$ cat config.mk
export PLATFORM = sky130hd
export DESIGN_NAME = mem_access_unit
export DESIGN_NICKNAME = d
export VERILOG_FILES = /design/src/rtl/mem_access_unit.sv
export SDC_FILE = /design/constraint.sdc
export NUM_CORES = 1
export LEC_CHECK = 0
export CORE_ASPECT_RATIO = 0.75
export CORE_UTILIZATION = 42
export DETAILED_ROUTE_END_ITERATION = 10
export PLACE_DENSITY = 0.8
export SYNTH_ARGS = -nofsm -noshare
export SYNTH_HDL_FRONTEND = slang
export SYNTH_SLANG_ARGS = --single-unit
$ cat constraint.sdc
create_clock -name clk -period 1.9 [get_ports clk]
set_input_delay 0.38 -clock clk [delete_from_list [all_inputs] [get_ports clk]]
set_output_delay 0.38 -clock clk [all_outputs]
set_load 0.03 [all_outputs]
$ cat src/rtl/mem_access_unit.sv
// Memory-stage access controller: runs M-stage loads/stores on a req/ack data bus.
// Latency: bus access takes IDLE + N REQ cycles + 1 DONE cycle; load data is presented in DONE.
// Backpressure: stall_m holds IF..M while an access launches or is outstanding; misaligned word accesses never stall.
//
// Ports:
//   clk, rst_n                 clock (rising edge), asynchronous active-low reset
//   valid_m, MemtoRegM,        M-stage instruction control: valid, load word,
//   MemWriteM, MemWriteSBM     store word, store byte (SB > SW > LW when several are set)
//   ALUOutM, WriteDataM        effective address and store data
//   stall_m                    hold the pipeline this cycle
//   rdata_m, rdata_valid       registered load data and its update strobe (DONE cycle of a load)
//   misalign_m                 word access to a non-word-aligned address (no bus cycle issued)
//   bus_err                    one-cycle flag in DONE when the access timed out
//   bus_req/we/addr/wdata/be   data-memory request; fields held stable while bus_req is high
//   bus_ack, bus_rdata         one-cycle completion and read data
module mem_access_unit #(
    parameter int TIMEOUT = 255
) (
    input  logic        clk,
    input  logic        rst_n,
    input  logic        valid_m,
    input  logic        MemtoRegM,
    input  logic        MemWriteM,
    input  logic        MemWriteSBM,
    input  logic [31:0] ALUOutM,
    input  logic [31:0] WriteDataM,
    output logic        stall_m,
    output logic [31:0] rdata_m,
    output logic        rdata_valid,
    output logic        misalign_m,
    output logic        bus_err,
    output logic        bus_req,
    output logic        bus_we,
    output logic [31:0] bus_addr,
    output logic [31:0] bus_wdata,
    output logic [3:0]  bus_be,
    input  logic        bus_ack,
    input  logic [31:0] bus_rdata
);

    localparam logic [1:0] S_IDLE = 2'd0;
    localparam logic [1:0] S_REQ  = 2'd1;
    localparam logic [1:0] S_DONE = 2'd2;

    // Last REQ cycle index before the access is abandoned.
    localparam logic [7:0] CNT_LAST = 8'(TIMEOUT - 1);

    logic [1:0]  state_q, state_d;
    logic [7:0]  cnt_q, cnt_d;
    logic        we_q, we_d;
    logic [31:0] addr_q, addr_d;
    logic [31:0] wdata_q, wdata_d;
    logic [3:0]  be_q, be_d;
    logic        err_q, err_d;
    logic [31:0] rdata_q, rdata_d;

    logic access;
    logic word_op;
    logic misalign;
    logic launch;

    assign access   = valid_m & (MemtoRegM | MemWriteM | MemWriteSBM);
    // A byte store wins over word flags, so it is never a word op.
    assign word_op  = ~MemWriteSBM & (MemWriteM | MemtoRegM);
    assign misalign = (state_q == S_IDLE) & access & word_op & (ALUOutM[1:0] != 2'b00);
    assign launch   = (state_q == S_IDLE) & access & ~misalign;

    always_comb begin
        state_d = state_q;
        cnt_d   = cnt_q;
        we_d    = we_q;
        addr_d  = addr_q;
        wdata_d = wdata_q;
        be_d    = be_q;
        err_d   = err_q;
        rdata_d = rdata_q;
        case (state_q)
            S_IDLE: begin
                if (launch) begin
                    state_d = S_REQ;
                    cnt_d   = 8'd0;
                    err_d   = 1'b0;
                    addr_d  = {ALUOutM[31:2], 2'b00};
                    if (MemWriteSBM) begin
                        we_d    = 1'b1;
                        be_d    = 4'b0001 << ALUOutM[1:0];
                        wdata_d = {4{WriteDataM[7:0]}};
                    end else if (MemWriteM) begin
                        we_d    = 1'b1;
                        be_d    = 4'b1111;
                        wdata_d = WriteDataM;
                    end else begin
                        // Load: write data is left at its previous value.
                        we_d    = 1'b0;
                        be_d    = 4'b1111;
                    end
                end
            end
            S_REQ: begin
                // An ack arriving in the final timeout cycle still counts as success.
                if (bus_ack) begin
                    state_d = S_DONE;
                    if (!we_q) begin
                        rdata_d = bus_rdata;
                    end
                end else if (cnt_q == CNT_LAST) begin
                    state_d = S_DONE;
                    err_d   = 1'b1;
                    if (!we_q) begin
                        rdata_d = 32'd0;
                    end
                end else begin
                    cnt_d = cnt_q + 8'd1;
                end
            end
            S_DONE: begin
                state_d = S_IDLE;
                cnt_d   = 8'd0;
                err_d   = 1'b0;
            end
            default: begin
                state_d = S_IDLE;
            end
        endcase
    end

    always_ff @(posedge clk or negedge rst_n) begin
        if (!rst_n) begin
            state_q <= S_IDLE;
            cnt_q   <= 8'd0;
            we_q    <= 1'b0;
            addr_q  <= 32'd0;
            wdata_q <= 32'd0;
            be_q    <= 4'd0;
            err_q   <= 1'b0;
            rdata_q <= 32'd0;
        end else begin
            state_q <= state_d;
            cnt_q   <= cnt_d;
            we_q    <= we_d;
            addr_q  <= addr_d;
            wdata_q <= wdata_d;
            be_q    <= be_d;
            err_q   <= err_d;
            rdata_q <= rdata_d;
        end
    end

    // The IDLE-decoded outputs come straight from M-stage inputs, so they are
    // gated with rst_n to keep every output low while reset is held.
    assign stall_m     = rst_n & (launch | (state_q == S_REQ));
    assign misalign_m  = rst_n & misalign;
    assign bus_req     = (state_q == S_REQ);
    assign bus_we      = we_q;
    assign bus_addr    = addr_q;
    assign bus_wdata   = wdata_q;
    assign bus_be      = be_q;
    assign rdata_m     = rdata_q;
    assign rdata_valid = (state_q == S_DONE) & ~we_q;
    assign bus_err     = (state_q == S_DONE) & err_q;

endmodule

==> summary.md, run 1 <==
| Metric | Value |
|---|---|
| Status | `complete, but fails checks` |
| Failing checks | `design-rule violations, negative setup slack` |
| RSZ-0062 raised after global routing | `yes` |
| Top Family by Delay on Critical Path | `buffers and inverters` |
| Skew-Pair Late Insertion Delay | `0.35 ns` |
| M2 GR Usage | `0.365` |
| GRT met3 Usage | `0.0997` |
| Slowest library cell on the worst path | `clkdlybuf4s50_1` |
| Crit path DAT | `1.55 ns` |
| Vias in the first global route | `3843` |
| Gr usage total | `0.224` |
| Top cell type by total area after synthesis | `dfrtp_1` |
| Max Slew Vio Count | `0` |
| Drt via density | `5.16` |
| Max IR drop VDD | `0.912 mV` |
| Mapped Avg Cell Area | `13.3 µm²` |
| Synth cell types | `48` |
| Sw Share | `0.388` |
| Inserted Diodes | `0` |
| Synth Instances | `361` |
| Routed WL | `13300 µm` |
| EDFF count, synth | `0` |
| Clock root buffer | `clkbuf_16` |
| Sequential power share | `0.336` |
| CTS max path bufs | `2` |
| DRC errors left | `17` |
| Non-Filler Instances | `737` |
| Power Internal | `0.00694 W` |
| Sequence of cells on the critical path | `clkdlybuf4s50_1 > o22ai_2 > buf_4 > nor2_1 > and3_4 > buf_6` |
| GRT Residual Overflow | `0` |
| CTS Sinks | `110` |
| Comb pwr share | `0.490` |
| Post-route clock skew | `0.00959 ns` |
| Mapped Area | `4800 µm²` |
| FF-to-FF path depth | `7` |
| Yosys reg bits | `110` |
| Worst Path Max Fanout | `2` |
| CP Capture Type | `output pin` |
| DRT iter0 DRCs | `195` |
| Warnings from Yosys | `0` |
| Met1 usage | `0.272` |
| Top FF cell, synth | `dfrtp_1` |
| RR Startpoint | `state_q[0]$_DFFE_PN0P_` |
| Top Ports | `209` |
| PortBufs | `206` |
| CTS tree | `done` |
| Pin count of the biggest net entering global routing | `93` |
| DR WL/cell | `18.0 µm` |
| Clock power share | `0.174` |
| R2r endpoint | `bus_wdata[0]$_DFFE_PN0P_` |
| # rows | `33` |
| Req. time, crit path | `1.52 ns` |
| Max_cap viols | `0` |
| First-pass GRT wire length | `20500 µm` |
| Clock slew at reported path FFs | `0.08 ns` |
| GP Congestion | `0.847` |
| CORE AREA | `11000 µm²` |
| Reg2Reg Setup Slack | `0.08 ns` |
| Tmin final | `1.93 ns` |
| Initial antenna violation count | `1` |
| Tightest Pin Transition | `0.830 ns` |
| Placed Cells | `709` |
| NetSw | `0.00440 W` |
| CTS buffer count | `9` |
| GR peak layer | `met2` |
| Pwr Total | `0.0113 W` |
| Synth top area share | `0.574` |
| Worst Path Buf+Inv | `3` |
| H-tree Lvls | `3` |
| Final hold slack | `0.119 ns` |
| Post-synth ARST share | `1.00` |
| Die Wd | `125 µm` |
| Final hold vios | `0` |
| Final HPWL DP | `9540 µm` |
| Ranking of synthesized cells by area | `dfrtp_1 (57%), mux2_4 (10%), a22o_1 (6.0%)` |
| Final period utilization | `1.01` |
| Max Freq | `0.519 GHz` |
| Die Y-Extent | `94.6 µm` |
| Leak | `3.49 nW` |
| Final setup fails | `2` |
| DR pass1 iterations | `9` |
| Total Nets Final | `697` |
| Max_slew headroom | `0.445` |
| Total number of vias | `3803` |
| Die Area | `11900 µm²` |
| Post-layout worst setup margin | `-0.0261 ns` |
| Crit path kind | `input port to output pin` |
| Pwr/cell area | `1490 nW/µm²` |
| Synthesis-to-finish area growth | `58.7%` |
| Hold Crit Class | `input port to asynchronous set/reset pin` |
| Share of cells above drive strength 1 | `0.199` |
| Sequential element share of the synthesized area | `0.574` |
| Worst setup SP type | `input port` |
| Detail Route Antenna Nets | `0` |
| Max stage delay on crit path | `0.50 ns` |
| Initial core utilization | `0.435` |
## area by class of cell
| cell class | count | area (µm²) |
|---|---|---|
| fill | 792 | 3410 |
| sequential | 110 | 2750 |
| timing repair buffer | 243 | 2440 |
| multi-input combinational | 221 | 1900 |
| clock buffer | 10 | 239 |
| tap | 140 | 175 |
| clock inverter | 6 | 81.3 |
| inverter | 7 | 26.3 |
## stage by stage
step	TNS, ns	setup slack, ns	area [µm²]	util
floorplan	0	0.0179	4810	-
global placement	-8.72	-0.193	7100	0.644
detailed placement	-11.54	-0.233	7100	0.644
CTS	-0.0408	-0.0255	7540	0.684
global route	-0.121	-0.0605	7620	0.691
finish	-0.0293	-0.0261	7620	0.691
## logic make-up after synthesis
family | Yosys count | synth area share
compound gates | 83 | 0.134
xor+xnor | 1 | 0.00183
fa+ha+maj | 2 | 0.00521
buf+inv | 31 | 0.0412
flops | 110 | 0.574
mux | 63 | 0.166
other cells | 1 | 0.000782
simple gates | 70 | 0.0769
## placed cells by master, fill, tap and decap left out, types with 3 or more instances in the layout
master             n
mux2_2             6
dfrtp_1          109
buf_4             26
clkbuf_16         11
mux2i_1           25
nand2_1           32
and2_1             3
nor2_1             6
inv_1              7
dlygate4sd2_1      4
clkdlybuf4s50_1  194
mux2_4            32
a22o_1            33
o311ai_0           4
buf_12             5
o21ai_0           20
a22oi_1            3
buf_6              8
o21ai_1            5
o21ai_2            5
clkinv_4           3
nand3_1            6
## power groups by stage
| stage | registers (W) | logic (W) | clock network [W] |
|---|---|---|---|
| floorplan | 0.00551 | 0.00128 | 0 |
| detailed placement | 0.00383 | 0.00547 | 0 |
| CTS | 0.00381 | 0.00555 | 0.00203 |
| global placement | 0.00381 | 0.00538 | 0 |
| finish | 0.00381 | 0.00556 | 0.00198 |
| global route | 0.00391 | 0.00583 | 0.00210 |
## cells in the mapped netlist, types with 2 or more instances
cell and instances:
nand4_1 2, nand4b_1 2, a22o_1 33, buf_6 8, o21ai_0 24, nor2b_1 2
o211ai_1 2, mux2_4 32, and3_1 2, a22oi_1 3, dfrtp_1 110, clkbuf_1 3
mux2i_1 25, o311ai_0 4, and2_1 4, nand3_1 7, nor2_1 6, inv_1 7
ha_1 2, nor3_1 2, o21ai_2 5, nand2b_1 2, mux2_2 6, a21oi_1 2
buf_4 2, buf_2 11, nand2_1 32
## worst max-delay path by stage
stage | startpoint | end | slack [ns] | depth (start not counted)
finish | ALUOutM[1] | misalign_m | -0.03 | 6
detailed placement | MemWriteM | bus_addr[2]$_DFFE_PN0P_ | -0.23 | 5
global placement | MemWriteM | misalign_m | -0.19 | 5
CTS | state_q[1]$_DFFE_PN0P_ | misalign_m | -0.03 | 4
floorplan | state_q[1]$_DFFE_PN0P_ | rdata_valid | 0.02 | 3
global route | state_q[0]$_DFFE_PN0P_ | misalign_m | -0.06 | 4
## what timing repair did
action,CTS,global route
hold buffers,1,0
hold endpoints to repair,18,0
pin swaps,7,2
setup endpoints to repair,3,51
buffers inserted,10,0
resized for setup,12,15
cloned,0,2
## sequential cells by signal, summed over array words and instances, names as in the netlist
name,flops
err_q,1
bus_be,4
bus_addr,30
bus_we,1
bus_wdata,32
cnt_q,8
state_q,2
rdata_m,32
## routing by layer
layer	up-vias	share of wire	wire, µm
li1	1770	-	-
met1	1865	0.41	5400
met2	155	0.48	6330
met3	13	0.10	1390
met4	0	0.011	146
met5	-	0	0
Power figures use the tool's default switching activity.
==> run 2, diff against run 1 <==
--- a/config.mk
+++ b/config.mk
@@ -5,7 +5,9 @@
 export SDC_FILE = /design/constraint.sdc
 export NUM_CORES = 1
 export LEC_CHECK = 0
+export CAP_MARGIN = 20
 export CORE_ASPECT_RATIO = 0.75
+export CORE_MARGIN = 2
 export CORE_UTILIZATION = 42
 export DETAILED_ROUTE_END_ITERATION = 10
 export PLACE_DENSITY = 0.8
==> run 2 against run 1 <==
  * The run ends with negative setup slack left
  * Global-route usage shrank 1.8 points
  * Die area grew 3.7%
  * Wire length shrank 1.6%
  * Sequential power is essentially flat
  * Critical endpoint unchanged
==> summary.md, run 2 (same netlist as run 1, synthesis figures left out) <==
| Metric | Value |
|---|---|
| Pre-CTS WS | `-0.295 ns (-0.0619 ns)` |
| Total number of vias | `3791 (-0.32%)` |
| Final HPWL DP | `9410 µm (-1.4%)` |
| Die Area | `12300 µm² (+3.7%)` |
| Comb pwr share | `0.486 (-0.004)` |
| RSZ-0062 raised after global routing | `yes` |
| Reg2Reg Setup Slack | `0.15 ns (+0.07 ns)` |
| Routed WL | `13100 µm (-1.6%)` |
| Synthesis-to-finish area growth | `56.1%` |
| Vias in the first global route | `3760 (-2.2%)` |
| DR pass1 iterations | `4 (-5)` |
| Tmin final | `1.91 ns (-0.0117 ns)` |
| Die Y-Extent | `96.6 µm (+2.1%)` |
| Sequential power share | `0.337 (about the same)` |
| Gr usage total | `0.206 (-0.0182)` |
| Max IR drop VDD | `0.709 mV (-22%)` |
| GP Congestion | `0.879 (+3.9%)` |
| Final period utilization | `1.01 (-0.00618)` |
| CP Capture Type | `output pin` |
| Max_slew headroom | `0.523 (+0.0787)` |
| Req. time, crit path | `1.52 ns (about the same)` |
| Max Slew Vio Count | `0 (unchanged)` |
| Skew-Pair Late Insertion Delay | `0.34 ns (about the same)` |
| CTS max path bufs | `2 (unchanged)` |
| Worst setup SP type | `flip-flop` |
| Clock slew at reported path FFs | `0.07 ns (about the same)` |
| Hold Crit Class | `input port to asynchronous set/reset pin` |
| GRT Residual Overflow | `0 (unchanged)` |
| Drt via density | `5.20 (+0.78%)` |
| DRT iter0 DRCs | `190 (-2.6%)` |
| CTS Sinks | `110 (unchanged)` |
| PortBufs | `206 (unchanged)` |
| Most common cell after layout, fill and taps aside | `clkdlybuf4s50_1` |
| Final hold vios | `0 (unchanged)` |
| Final setup fails | `2 (unchanged)` |
| Post-route clock skew | `0.00499 ns (-0.00460 ns)` |
| Sw Share | `0.383 (-0.00517)` |
| Top Ports | `209 (unchanged)` |
| Worst Path Max Fanout | `3 (+1)` |
| Power Internal | `0.00697 W (+0.40%)` |
| # rows | `33 (unchanged)` |
| Clock power share | `0.177 (+0.003)` |
| Max Freq | `0.522 GHz (+0.61%)` |
| Pwr/cell area | `1510 nW/µm² (+1.2%)` |
| Most frequent cells in the layout | `clkdlybuf4s50_1 (195), dfrtp_1 (109), a22o_1 (33)` |
| H-tree Lvls | `3 (unchanged)` |
| Initial core utilization | `0.435 (unchanged)` |
| NetSw | `0.00432 W (-1.8%)` |
| Tightest Pin Transition | `0.715 ns (-0.115 ns)` |
| Pin count of the biggest net entering global routing | `58 (-38%)` |
| Detail Route Antenna Nets | `0 (unchanged)` |
| Crit path DAT | `1.53 ns (-0.02 ns)` |
| Crit path kind | `flip-flop to output pin` |
| # fillers | `798 (+0.76%)` |
| Cts hold-fix bufs | `0 (-1)` |
| CP startpoint | `state_q[1]$_DFFE_PN0P_` |
| Inserted Diodes | `0 (unchanged)` |
| DRC errors left | `0 (-17)` |
| RR Startpoint | `state_q[1]$_DFFE_PN0P_` |
| R2r endpoint | `cnt_q[6]$_DFFE_PN0P_` |
| Failing checks | `negative setup slack` |
| CORE AREA | `11000 µm² (unchanged)` |
| CTS tree | `done` |
| First-pass GRT wire length | `19700 µm (-3.6%)` |
| Share of cells above drive strength 1 | `0.183 (-0.0160)` |
| CTS buffer count | `9 (unchanged)` |
| Initial antenna violation count | `0 (-1)` |
| DR WL/cell | `17.9 µm (-0.53%)` |
| Die Wd | `127 µm (+1.6%)` |
| FF-to-FF path depth | `7 (unchanged)` |
| Max_cap viols | `0 (unchanged)` |
| Clock root buffer | `clkbuf_16` |
| Register area | `2750 µm² (unchanged)` |
| Total Nets Final | `690 (-1.0%)` |
| Area occupied by multi-input gates | `1880 µm² (-0.86%)` |
| Final hold slack | `0.207 ns (+0.0876 ns)` |
| Post-layout worst setup margin | `-0.0143 ns (+0.0117 ns)` |
| Leak | `3.42 nW (-2.1%)` |
| Status | `complete, but fails checks` |
run 2: cell count changes in the layout (fill, tap and decap cells not counted), sizes merged:
cell / before / now
clkinv: 4 / 0
dlygate4sd3: 1 / 0
bufinv: 1 / 2
buf: 40 / 36
dlymetal6s2s: 1 / 0
clkdlybuf4s50: 194 / 195
clkbuf: 13 / 11
clkinvlp: 0 / 2
run 2: worst max-delay path, stage by stage, from the launching register on:
cell,delay [ns]
dfrtp_2,0.43
nor3b_4,0.28
and2_4,0.20
and3_4,0.17
buf_6,0.12
run 2: area by class of cell:
class | instances | area share
Timing Repair Buffer | 236 | 0.313
Inverter | 7 | 0.00351
Multi-Input combinational cell | 221 | 0.251
Sequential cell | 110 | 0.368
Clock inverter | 5 | 0.0112
Tap cell | 140 | 0.0234
Clock buffer | 10 | 0.0306
run 2: worst max path at each step:
stage | endpoint | slack [ns] | cells past startpoint
floorplan | rdata_valid | 0.02 | 3
global placement | bus_addr[4]$_DFFE_PN0P_ | -0.25 | 6
detailed placement | cnt_q[0]$_DFFE_PN0P_ | -0.29 | 8
CTS | misalign_m | -0.06 | 4
global route | misalign_m | -0.08 | 4
finish | misalign_m | -0.01 | 4
run 2: stage by stage:
| stage | total power [W] | util | area (µm²) | instances | TNS [ns] |
|---|---|---|---|---|---|
| after global routing | 0.0118 | 0.680 | 7490 | 729 | -0.118 |
| after detailed placement | 0.00929 | 0.642 | 7080 | 706 | -14.69 |
| final | 0.0113 | 0.680 | 7490 | 729 | -0.0181 |
| after floorplan | 0.00679 | - | 4810 | 362 | 0 |
| after global placement | 0.00918 | 0.642 | 7080 | 706 | -12.59 |
| after CTS | 0.0113 | 0.676 | 7450 | 727 | -0.0733 |
run 2: power by group through the flow:
stage	Sequential, W	Combinational, W	Clock [W]
6_report	0.00381	0.00549	0.00200
3_3_place_gp	0.00380	0.00538	0
3_5_place_dp	0.00384	0.00545	0
2_1_floorplan	0.00551	0.00128	0
4_1_cts	0.00381	0.00550	0.00202
5_1_grt	0.00393	0.00576	0.00213
run 2: per-layer routing:
metal,GRT usage,share of wire,wire (µm)
met1,0.272,0.43,5650
met2,0.330,0.47,6150
met3,0.0787,0.093,1220
met4,0.0385,0.0030,39
met5,0,0,0
run 2: what timing repair did:
| action | CTS | global route |
|---|---|---|
| setup endpoints to repair | 2 | 5 |
| gates cloned | 0 | 1 |
| pin swaps | 6 | 4 |
| resized for setup | 9 | 2 |
| buffers inserted | 6 | 1 |
==> edit: new RTL, config.mk and constraints of run 1 <==
Reset style: synchronous (`rst_n`), changed in one clocked block. Comments in the files are not updated.
--- a/src/rtl/mem_access_unit.sv
+++ b/src/rtl/mem_access_unit.sv
@@ -126,3 +126,3 @@
 
-    always_ff @(posedge clk or negedge rst_n) begin
+    always_ff @(posedge clk) begin
         if (!rst_n) begin
Check against the original RTL: differs if rst_n is asserted again (counterexample within 4 cycles, from zero or initial values and one cycle with rst_n low); with rst_n held inactive, the same outputs for 4 cycles.
==> edit against run 1 <==
Area after synthesis fell by 2.9%. Worst setup slack worse by 0.080 ns. Sequential cell count did not move. Worst hold slack improved by 0.34 ns. Core utilization up 2.1 points. Cell area shrank 1.5%. Highest routed layer unchanged. The run ends with setup timing left. Wire length increased by 8.2%. Register-to-register slack worse by 0.09 ns.
Power is not compared: it rests on default switching activity, and its combinational part moved more than twofold at a synthesized area within 25%.
==> edit: results (changes against run 1) <==
| Metric | Value |
|---|---|
| Vias in the first global route | `4496 (+17%)` |
| Clk pin slew, worst setup/hold paths | `0.07 ns` |
| Fillers | `786 (-0.76%)` |
| TritonCTS Buffers | `9 (unchanged)` |
| Area contributors post-synth | `dfxtp_1, mux2i_1, nand2_1, a21oi_1, nand3_1` |
| Area of the multi-input gates | `2270 µm² (+20%)` |
| Multi-input gates | `363 (+64%)` |
| First-pass GRT wire length | `22000 µm (+7.5%)` |
| Clk_lat worst skew | `0.34 ns` |
| Final setup fails | `10 (+8)` |
| Largest net degree at the start of global routing | `73 (-22%)` |
| Synth top cells by count | `dfxtp_1, nand2_1, mux2i_1` |
| Antenna diodes | `3 (+3)` |
| Data buffer area share | `33.9% (+1.8 points)` |
| Clk root buf | `clkbuf_16` |
| Setup WS pre-CTS | `-0.457 ns (-0.224 ns)` |
| Max Buffers Root-to-Sink | `2 (unchanged)` |
| Min-Delay Path Class | `flip-flop to flip-flop` |
| Sequential fraction of the synthesis area | `47.3% (-10 points)` |
| Leakage power | `2.75 nW` |
| Peak VDD IR | `0.000485 V` |
| ClkCell Share | `3.72% (-0.48 points)` |
| Asr flop ratio synth | `0% (-100 points)` |
| Routed WL | `14400 µm (+8.2%)` |
| Setup slack after layout | `-0.106 ns (-0.0798 ns)` |
| Distinct cells, synth | `42 (-13%)` |
| R2R cell count | `8 (+1)` |
| Drt initial violations | `200 (+2.6%)` |
| Failing checks | `setup timing` |
| Synth top area share | `47.3% (-10 points)` |
| Worst Path Max Fanout | `3 (+1)` |
| Repair and plain buffers | `250 (+2.9%)` |
| CLK BUF | `12 (+2)` |
| Top FF cell, synth | `dfxtp_1` |
| Hold Path Cell Cnt | `2` |
| Switching pwr | `0.00161 W` |
| Initial antenna violation count | `3 (+2)` |
| Drt pass-1 iters | `4 (-5)` |
| Status | `complete, but fails checks` |
| Gpl congestion | `0.823 (-2.8%)` |
| Count of non-CTS inverters in the layout | `7 (unchanged)` |
| Worst rel slew slack | `56.3% (+12 points)` |
| Number of port buffers | `206 (unchanged)` |
| Layout cells sized above 1 | `11.8% (-8.1 points)` |
| Number of sequential cells | `110 (unchanged)` |
| Syn. warnings | `0 (unchanged)` |
| FF+latch area | `2200 µm² (-20%)` |
| Vias per std cell | `5.24 (+1.5%)` |
| Arrival @ worst endpoint | `1.63 ns (+0.08 ns)` |
| Nets | `846 (+21%)` |
| Clock skew | `0.00605 ns (-0.00354 ns)` |
| Global Route Usage Sum | `24.6% (+2.2 points)` |
| Rows | `32 (-3.0%)` |
| Final HPWL DP | `9930 µm (+4.1%)` |
| H-tree level count | `3 (unchanged)` |
## edit: cell count changes in the layout (fill, tap and decap cells not counted), moves of 14 or more
cell             run 1  this run
nand3_1              6        40
dfxtp_1              0       109
dfrtp_1            109         0
mux2_4              32         0
mux2i_1             25        64
nor2_1               6        43
o21ai_0             20         3
a21oi_1              2        42
a22o_1              33         0
nand2_1             32        98
a211oi_2             0        14
## edit: power groups by stage
stage	Sequential [W]	Clock (W)	Combinational [W]
6_report	0.00249	0.00176	0.00136
3_3_place_gp	0.00253	0	0.00123
3_5_place_dp	0.00254	0	0.00126
2_1_floorplan	0.00276	0	0.000436
4_1_cts	0.00249	0.00180	0.00132
5_1_grt	0.00250	0.00190	0.00145
## edit: per-layer routing
layer	routed length, µm	vias to the layer above	track usage (%)
li1	-	2249	-
met5	0	-	0
met4	305	0	8.33
met1	5760	2167	27.2
met3	1420	29	10.4
met2	6870	189	42.1
## edit: what timing repair did
action / 4_1_cts / 5_1_grt
endpoints found under the setup margin: 40 / 29
pin swaps: 6 / 15
gates cloned: 3 / 3
gates resized for setup: 20 / 7
buffers inserted: 5 / 6
## edit: critical path, stage by stage, from the launching register on
cell and delay, ns:
dfxtp_2 0.32, or3b_4 0.41, a211o_1 0.29, a21oi_4 0.13, buf_6 0.14
## edit: final timing paths
kind,startpoint,end,slack [ns]
setup reg to reg,state_q[1]$_SDFFE_PN0P_,bus_wdata[5]$_SDFFE_PN0P_,-0.01
setup / recovery,state_q[1]$_SDFFE_PN0P_,stall_m,-0.11
hold reg to reg,bus_addr[28]$_SDFFE_PN0P_,bus_addr[28]$_SDFFE_PN0P_,0.46
hold / removal,bus_addr[28]$_SDFFE_PN0P_,bus_addr[28]$_SDFFE_PN0P_,0.46
## edit: per-stage QoR
stage | std cells | setup TNS (ns) | power, W | utilization (%) | instance area (µm²)
floorplan | 525 | -0.140 | 0.00320 | - | 4680
global placement | 851 | -22.87 | 0.00377 | 66.1 | 6960
detailed placement | 851 | -26.58 | 0.00380 | 66.1 | 6960
CTS | 875 | -0.341 | 0.00561 | 70.0 | 7370
global route | 885 | -1.93 | 0.00586 | 71.2 | 7500
finish | 885 | -0.265 | 0.00562 | 71.2 | 7500
## edit: logic make-up (layout without fill, tap and decap cells)
family / Yosys count / after routing / share of synthesized area, %
AO/OA/AOI/OAI: 87 / 87 / 13.4
multiplexers: 64 / 64 / 13.8
buffers and inverters: 52 / 273 / 5.35
XOR/XNOR: 2 / 2 / 0.376
AND/OR/NAND/NOR: 206 / 206 / 19.2
other: 1 / 5 / 0.0805
adder cells (fa/ha/maj): 2 / 2 / 0.537
flip-flops: 110 / 110 / 47.3
